[src/rtl/par_to_serial_tx.sv]
// par_to_serial_tx: byte-to-serial transmitter. Sends a run of N_SYNC
// IDLE_SYM symbols after reset, then forwards valid bytes MSB first,
// filling with IDLE_SYM whenever no byte is offered at a symbol boundary.
module par_to_serial_tx #(
    parameter int unsigned     WIDTH    = 8,
    parameter logic [WIDTH-1:0] IDLE_SYM = 8'hBC,
    parameter int unsigned     N_SYNC   = 4
) (
    input  logic             CLK,
    input  logic             RESET,
    input  logic [WIDTH-1:0] DATA_IN,
    input  logic             Valid,
    output logic             DATA_OUT,
    output logic             SYM_START,
    output logic             LOAD,
    output logic             ACTIVE
);

    localparam int unsigned CW = $clog2(WIDTH);
    localparam int unsigned SW = 4;

    typedef enum logic [0:0] {
        ST_SYNC   = 1'b0,
        ST_ACTIVE = 1'b1
    } state_t;

    state_t           state_r;
    state_t           state_nxt_s;
    logic [SW-1:0]    sync_cnt_r;
    logic [SW-1:0]    sync_cnt_nxt_s;
    logic [CW-1:0]    cnt_r;
    logic [WIDTH-1:0] shreg_r;
    logic             boundary_s;
    logic [WIDTH-1:0] sym_s;
    logic             load_nxt_s;
    logic             active_nxt_s;
    logic             data_out_r;
    logic             sym_start_r;
    logic             load_r;
    logic             active_r;

    assign boundary_s = (cnt_r == CW'(0));

    // State and sync-run counter; both move only at symbol boundaries.
    always_ff @(posedge CLK) begin
        if (RESET) begin
            state_r    <= ST_SYNC;
            sync_cnt_r <= SW'(0);
        end else begin
            state_r    <= state_nxt_s;
            sync_cnt_r <= sync_cnt_nxt_s;
        end
    end

    // Next-state decision and symbol selection for the upcoming boundary.
    always_comb begin
        state_nxt_s    = state_r;
        sync_cnt_nxt_s = sync_cnt_r;
        sym_s          = IDLE_SYM;
        load_nxt_s     = 1'b0;
        active_nxt_s   = active_r;
        case (state_r)
            ST_SYNC: begin
                if (boundary_s) begin
                    if (sync_cnt_r == SW'(N_SYNC - 1)) begin
                        state_nxt_s = ST_ACTIVE;
                    end else begin
                        sync_cnt_nxt_s = sync_cnt_r + SW'(1);
                    end
                end else begin
                    sync_cnt_nxt_s = sync_cnt_r;
                end
            end
            ST_ACTIVE: begin
                if (boundary_s) begin
                    active_nxt_s = 1'b1;
                    if (Valid) begin
                        sym_s      = DATA_IN;
                        load_nxt_s = 1'b1;
                    end else begin
                        sym_s      = IDLE_SYM;
                        load_nxt_s = 1'b0;
                    end
                end else begin
                    active_nxt_s = active_r;
                end
            end
            default: begin
                state_nxt_s = ST_SYNC;
            end
        endcase
    end

    // Serializer datapath: load a new symbol at the boundary, else shift out.
    always_ff @(posedge CLK) begin
        if (RESET) begin
            cnt_r       <= CW'(0);
            shreg_r     <= {WIDTH{1'b0}};
            data_out_r  <= 1'b0;
            sym_start_r <= 1'b0;
            load_r      <= 1'b0;
            active_r    <= 1'b0;
        end else if (boundary_s) begin
            cnt_r       <= CW'(1);
            shreg_r     <= {sym_s[WIDTH-2:0], 1'b0};
            data_out_r  <= sym_s[WIDTH-1];
            sym_start_r <= 1'b1;
            load_r      <= load_nxt_s;
            active_r    <= active_nxt_s;
        end else begin
            cnt_r       <= (cnt_r == CW'(WIDTH - 1)) ? CW'(0) : cnt_r + CW'(1);
            shreg_r     <= {shreg_r[WIDTH-2:0], 1'b0};
            data_out_r  <= shreg_r[WIDTH-1];
            sym_start_r <= 1'b0;
            load_r      <= 1'b0;
            active_r    <= active_r;
        end
    end

    assign DATA_OUT  = data_out_r;
    assign SYM_START = sym_start_r;
    assign LOAD      = load_r;
    assign ACTIVE    = active_r;

endmodule

[config.mk]
export PLATFORM = sky130hd
export DESIGN_NAME = par_to_serial_tx
export DESIGN_NICKNAME = d
export VERILOG_FILES = /design/src/rtl/par_to_serial_tx.sv
export SDC_FILE = /design/constraint.sdc
export NUM_CORES = 1
export LEC_CHECK = 0
export CORE_AREA = 10 10 54 64
export DETAILED_ROUTE_END_ITERATION = 16
export DIE_AREA = 0 0 64 74
export HOLD_SLACK_MARGIN = 0.05
export PLACE_DENSITY_LB_ADDON = 0.1
export SYNTH_ARGS = -nofsm -noshare
export SYNTH_HDL_FRONTEND = slang
export SYNTH_SLANG_ARGS = --single-unit
[constraint.sdc]
create_clock -name CLK -period 1.4 [get_ports CLK]
set_clock_uncertainty 0.1 [all_clocks]
set_input_delay 0.42 -clock CLK [delete_from_list [all_inputs] [get_ports CLK]]
set_output_delay 0.42 -clock CLK [all_outputs]
set_load 0.005 [all_outputs]
* Yosys cells after proc, flatten, opt, wreduce, memory -nomap -nowiden *
Cells that the tools add are included.
Widths: inputs -> output; s select.

operators by class
  $add $sub $neg = 2
  equal/unequal tests = 2
  multiplexer cells = 11
  bitwise logic cells = 3
  reduce and logical (&&, ||, !) cells = 5

operators with widths
  cell                 count
  $mux 8               3
  $mux 1               8
  $reduce_or 3->1      2
  $add 4x1->4 const B  1
  $eq 4x2->1 const B   1
  $add 3x1->3 const B  1
  $eq 3x3->1 const B   1
  $logic_not 3->1      1
  $not 1->1            3
  $reduce_and 3->1     1
  $reduce_and 2->1     1

storage, ports and cells
  flip-flop bits (word level) = 20
  bits of input ports = 11
  output and inout port bits = 4
  logic and storage cells = 32

* Longest topological paths before layout *
Gate-level depths: netlist of run 1.

  depth in word-level cells = 4
  mapped depth = 6
  mapped depth without buffers = 5

* Worst setup path before layout of run 1 *
Ideal clock, no wire load.

  path type = reg-to-reg
  start point = register cnt_r[0]
  end point = register sync_cnt_r[0]
  setup time = 70 ps
  arrival time = 1285 ps
  data required time = 1230 ps
  setup slack = -55 ps
  cell stages (with the launch flop) = 7
  path buffers = 1
  cells stage by stage = dfxtp_1 > inv_1 > ha_1 > nand2b_1 > buf_6 > or4_1 > a21oi_1

on the way
  cells in the longest elaborated chain, start to end = 2

ends and longest elaborated chain
  element                     RTL line  text
  from (decl)                 31        logic [CW-1:0] cnt_r;
  from (signal assigned)      111       cnt_r <= (cnt_r == CW'(WIDTH - 1)) ? CW'(0) : cnt_r + CW'(1);
  $logic_not 3->1             42        assign boundary_s = (cnt_r == CW'(0));
  $reduce_and 3->1 (no line)  --
  to (signal assigned)        51        sync_cnt_r <= sync_cnt_nxt_s;
  to (decl)                   29        logic [SW-1:0] sync_cnt_r;

No other way between the ends.
A chain may end at the register's enable or synchronous reset.

* Worst setup path in the final report of run 1 *
Ends and elaborated chain as after synthesis.

==> reports/qor.txt, run 1 <==
Distinct cell type count of the synthesized netlist: 25
Die Area: 4740 µm²
Final setup fails: 1
Avg WL per Cell: 12.3 µm
Global route total overflow: 0
Hold WC Path Type: reg2reg
Endpoints failing hold: 0
Startpoint types: register
Clk sink count: 19
Logic pwr share: 22.2%
Layout cells sized above 1: 37.7%
RSZ-0062 raised after global routing: true
Clock root buffer: clkbuf_4
Via count: 641
Relative slew slack: 75.6%
Ys async rst share: 0%
Die outline width: 64 µm
Final Core Density: 48.6%
Leak: 0.448 nW
CP required: 1540 ps
CP Capture Type: register
Clk pwr share: 24.4%
Cell Chain, Critical Path: inv_2, ha_4, nand2b_4, or4_4, a21oi_2
Syn_nets: 94
Syn Inst Count: 79
FF+latch count, synth: 19
IO Count: 15
Worst setup margin: -17.4 ps
Pwr dens: 1020 nW/µm²
Kind of critical path: reg2reg
R2R Setup Slk: -20 ps
Sequential share of power: 53.4%
Power Total: 1.12 mW
YS warnings: 0
N_diodes: 0
Post-CTS Repair Setup Buffers: 0
P_sw: 290 µW
Final hold slack: 349 ps
Initial Utilization: 33.5%
Total CTS buffers: 3
Min Tclk post-route: 1420 ps
Syn avg cell area: 9.57 µm²
Most frequent cells after synthesis: dfxtp_1 (19), nor2_1 (12), a21oi_1 (6)
Vias per std cell: 4.68
Vias in the first global route: 663
Top cell type's share of synthesized area: 50.3%
Antenna violations before repair: 0
DRT antenna net count: 0
Slew Viols, Final: 0
Detailed Place HPWL: 1290 µm
Core Region: 2260 µm²
Synthesized area: 756 µm²
P_int: 832 µW
CTS tree: done
Register area share after synthesis: 50.3%
Fmax: 706 MHz
Largest net degree at the start of global routing: 13
Initial DRC count: 14
Failing checks: setup timing
Tcrit/Tclk final: 101%
Status: complete, but fails checks
CP max stage delay: 510 ps
Sw frac: 25.9%
H-tree lvl count: 1
Slowest cell on crit path: or4_4
Area leader, netlist: dfxtp_1
Placer congestion estimate: 0.682
Reg clk slew, reported paths: 110 ps
# port buffers: 14
Clock tree buffer depth: 2
Gr usage total: 7.65%
Nets: 122
Max cap viols: 0
Row count: 19
Ys flop type: dfxtp_1
Main area contributors after synthesis: dfxtp_1 (50%), ha_1 (6.6%), nor2_1 (6.0%)
Routed WL: 1690 µm
Worst VDD drop: 0.602 mV
Tightest Pin Transition: 363 ps
Area Growth Syn to Fin: 45.2%
Drt drc: 0
Worst EP arrival: 1560 ps
Die height: 74 µm
Clock latency on the worst-skew pair: 290 ps
Global-route wire length before repair: 2830 µm
Post-synth EDFFs: 0
Count leader, synth: dfxtp_1
Crit Path Max Fanout: 5
DR pass1 iterations: 2
[critical path: cells and delay by family (launching register included)]
| family | cells | cell delay [ps] |
|---|---|---|
| compound gates | 1 | 140 |
| fa+ha+maj | 1 | 150 |
| simple gates | 2 | 580 |
| flops | 1 | 340 |
| buf+inv | 1 | 60 |
[final cells by class]
cell class / instances / area, µm²
well taps: 31 / 38.8
clock inverters: 1 / 5.00
fillers: 228 / 1160
repair buffers: 28 / 241
clock buffers: 3 / 22.5
flip-flops and latches: 19 / 387
inverters: 4 / 15.0
multi-input cells: 51 / 388
[metrics by stage]
stage / TNS [ps] / worst slack [ps] / cells / area (µm²)
after floorplan: -36.0 / -36.0 / 79 / 771
after global placement: -2200 / -248 / 133 / 1010
after detailed placement: -2180 / -233 / 133 / 1010
after CTS: -18.1 / -18.1 / 137 / 1050
after global routing: -143 / -74.6 / 137 / 1100
final: -17.4 / -17.4 / 137 / 1100
[registers in the layout (all words and copies together), names as in the netlist]
register / flops
state_r: 1
SYM_START: 1
sync_cnt_r: 4
cnt_r: 3
DATA_OUT: 1
ACTIVE: 1
shreg_r: 7
LOAD: 1
[cell families after synthesis]
family / after synthesis / synth area share, %
AO/OA/AOI/OAI: 15 / 12.4
adder cells (fa/ha/maj): 4 / 6.62
buffers and inverters: 9 / 7.28
flip-flops: 19 / 50.3
multiplexers: 1 / 1.32
AND/OR/NAND/NOR: 31 / 22.0
[per-layer routing]
| layer | vias up | wire, µm | GRT usage [%] |
|---|---|---|---|
| li1 | 332 | - | - |
| met1 | 299 | 721 | 7.21 |
| met2 | 6 | 897 | 14.1 |
| met3 | 4 | 46 | 2.40 |
| met4 | 0 | 24 | 5.11 |
| met5 | - | 0 | 0 |
[layout by cell type (no fill, tap or decap), types with 3 or more instances in the layout]
master,synthesis,routed
nand2_1,3,3
buf_4,1,13
ha_1,4,3
dfxtp_1,19,14
nor2_1,12,12
dfxtp_2,0,5
clkbuf_4,0,3
clkdlybuf4s50_1,0,9
o22ai_2,0,3
a21oi_1,6,4
[final timing paths]
check                                start             to  depth (start not counted)
worst min register to register  shreg_r[1]     shreg_r[2]                          2
worst min-delay path            shreg_r[1]     shreg_r[2]                          2
worst max register to register    cnt_r[0]  sync_cnt_r[0]                          5
worst max-delay path              cnt_r[0]  sync_cnt_r[0]                          5
[what timing repair did]
item	4_1_cts	5_1_grt
hold buffers	0	0
pin swaps	0	7
endpoints found under the setup margin	6	15
gates resized for setup	8	17
[power by group through the flow]
stage	clock [mW]	sequential (mW)	combinational (mW)
2_1_floorplan	0	0.607	0.114
4_1_cts	0.284	0.596	0.228
5_1_grt	0.318	0.603	0.276
3_3_place_gp	0	0.608	0.222
6_report	0.274	0.599	0.249
3_5_place_dp	0	0.608	0.223
(Power assumes the default switching activity.)
==> inputs of run 2 (changes only) <==
CTS_CLUSTER_SIZE = 28   (was not set)
GPL_TIMING_DRIVEN = 0   (was not set)
clock period = 1.25 ns   (was 1.4 ns; I/O delays follow)
==> run 2 against run 1 <==
  * The flow still finishes with violations (setup timing)
  * Sequential power up 13%
  * Clock power grew 11%
  * Fmax decreased by 1.5%
  * Worst setup slack worse by 170 ps
  * Non-clock buffer count down 4
==> reports/qor.txt, run 2 (synthesis results as in run 1) <==
Worst setup margin: -189 ps (was -17.4 ps)
Core Region: 2260 µm² (unchanged)
Min Tclk post-route: 1440 ps (was 1420 ps)
Die Area: 4740 µm² (unchanged)
CTS tree: done (unchanged)
Via count: 640 (was 641)
DP Worst Slack: -530 ps (was -233 ps)
Endpoints failing hold: 0 (unchanged)
Power Total: 1.30 mW (was 1.12 mW)
Layout cells sized above 1: 43.1% (was 37.7%)
Initial Utilization: 33.5% (unchanged)
N_diodes: 0 (unchanged)
Drt drc: 0 (unchanged)
Cell area after layout: 1170 µm² (was 1100 µm²)
Relative slew slack: 76.3% (was 75.6%)
RSZ-0062 raised after global routing: true (unchanged)
Final Core Density: 51.8% (was 48.6%)
FF-to-FF End: shreg_r[6] (was sync_cnt_r[0])
Worst VDD drop: 0.560 mV (was 0.602 mV)
P_int: 963 µW (was 832 µW)
Hold depth: 2 (unchanged)
Vias per std cell: 4.81 (was 4.68)
Avg WL per Cell: 12.9 µm (was 12.3 µm)
Max reg flops: 7 (unchanged)
Final setup fails: 15 (was 1)
Slew Viols, Final: 0 (unchanged)
DRT antenna net count: 0 (unchanged)
Global route total overflow: 0 (unchanged)
Min-delay src: RESET (was shreg_r[1])
Max cap viols: 0 (unchanged)
Logic pwr share: 24.6% (was 22.2%)
Total CTS buffers: 3 (unchanged)
Tcrit/Tclk final: 115% (was 101%)
# port buffers: 14 (unchanged)
Clk sink count: 19 (unchanged)
Final hold slack: 261 ps (was 349 ps)
Startpoint types: register (unchanged)
Fmax: 695 MHz (was 706 MHz)
DR pass1 iterations: 4 (was 2)
Hold Path Sink: LOAD (was shreg_r[2])
Kind of critical path: reg2reg (unchanged)
Status: complete, but fails checks (unchanged)
Nets: 118 (was 122)
Placer congestion estimate: 0.687 (was 0.682)
Worst EP arrival: 1530 ps (was 1560 ps)
Worst R2R Start: cnt_r[0] (unchanged)
Crit Path Max Fanout: 5 (unchanged)
Initial DRC count: 6 (was 14)
Largest registers: shreg_r (7), sync_cnt_r (4), cnt_r (3) (unchanged)
Crit path launch: cnt_r[0] (unchanged)
Fill cells: 217 (was 228)
Largest net degree at the start of global routing: 11 (was 13)
Routed WL: 1720 µm (was 1690 µm)
Pwr dens: 1120 nW/µm² (was 1020 nW/µm²)
Sequential share of power: 52.0% (was 53.4%)
IO Count: 15 (unchanged)
CP required: 1340 ps (was 1540 ps)
R2R depth: 7 (was 5)
Die outline width: 64 µm (unchanged)
Clock root buffer: clkbuf_4 (unchanged)
H-tree lvl count: 1 (unchanged)
Most common cell after layout, fill and taps aside: dfxtp_1 (unchanged)
CP Capture Type: register (unchanged)
Die height: 74 µm (unchanged)
Reg clk slew, reported paths: 110 ps (about the same)
Vias in the first global route: 591 (was 663)
P_sw: 341 µW (was 290 µW)
Area Growth Syn to Fin: 54.8% (was 45.2%)
Highest-count cells in the layout ignoring fill and taps: dfxtp_1 (14), nor2_1 (12), clkdlybuf4s50_1 (9) (was dfxtp_1 (14), buf_4 (13), nor2_1 (12))
Leak: 0.454 nW (was 0.448 nW)
Hold WC Path Type: in2reg (was reg2reg)
Area after DPL: 1020 µm² (was 1010 µm²)
# hold bufs at CTS: 0 (unchanged)
Gr usage total: 7.06% (was 7.65%)
Clock latency on the worst-skew pair: 290 ps (about the same)
Detailed Place HPWL: 1170 µm (was 1290 µm)
Clk pwr share: 23.4% (was 24.4%)
Row count: 19 (unchanged)
Global-route wire length before repair: 2660 µm (was 2830 µm)
Clock tree buffer depth: 2 (unchanged)
Antenna violations before repair: 0 (unchanged)
R2R Setup Slk: -190 ps (was -20 ps)
Biggest register: shreg_r (unchanged)
Failing checks: setup timing (unchanged)
Sw frac: 26.2% (was 25.9%)
Tightest Pin Transition: 354 ps (was 363 ps)
==> run 2: per-layer routing <==
layer	vias to the layer above	GRT usage [%]	wire length [µm]
met3	4	3.15	120
met2	16	10.9	748
met4	0	4.38	23
met1	298	7.89	822
li1	322	-	-
met5	-	0	0
==> run 2: timing repair <==
action	CTS	global route
pin swaps	6	5
setup endpoints to repair	20	19
cloned	1	0
resized for setup	21	18
buffers inserted	3	2
==> run 2: layout make-up <==
cell class / instances / area (µm²) / area share (%)
sequential: 19 / 387 / 33.0
inverter: 4 / 15.0 / 1.28
clock buffer: 4 / 26.3 / 2.25
tap: 31 / 38.8 / 3.32
buffer: 4 / 55.1 / 4.71
timing repair buffer: 20 / 188 / 16.0
multi-input combinational: 51 / 460 / 39.4
==> run 2: power by group through the flow <==
| stage | clock network, mW | registers (mW) | logic [mW] |
|---|---|---|---|
| CTS | 0.325 | 0.670 | 0.273 |
| global route | 0.339 | 0.685 | 0.346 |
| finish | 0.305 | 0.679 | 0.321 |
| detailed placement | 0 | 0.685 | 0.239 |
| floorplan | 0 | 0.683 | 0.159 |
| global placement | 0 | 0.684 | 0.235 |
==> run 2: how the worst max path moves through the flow <==
stage                         end
floorplan           sync_cnt_r[0]
global placement       shreg_r[6]
detailed placement     shreg_r[6]
CTS                 sync_cnt_r[0]
global route             cnt_r[1]
finish                 shreg_r[6]
==> run 2: critical path, cell delays in order, from the launching register on <==
cell and delay (ps):
dfxtp_2 350, inv_2 40, ha_4 160, buf_6 110
and2b_2 230, clkbuf_16 170, o22ai_2 130, nor2_1 50
==> run 2: through the flow <==
step / cells / TNS [ps]
final: 133 / -2390
after global routing: 133 / -3300
after CTS: 132 / -2570
after detailed placement: 124 / -6910
after global placement: 124 / -6750
after floorplan: 79 / -476
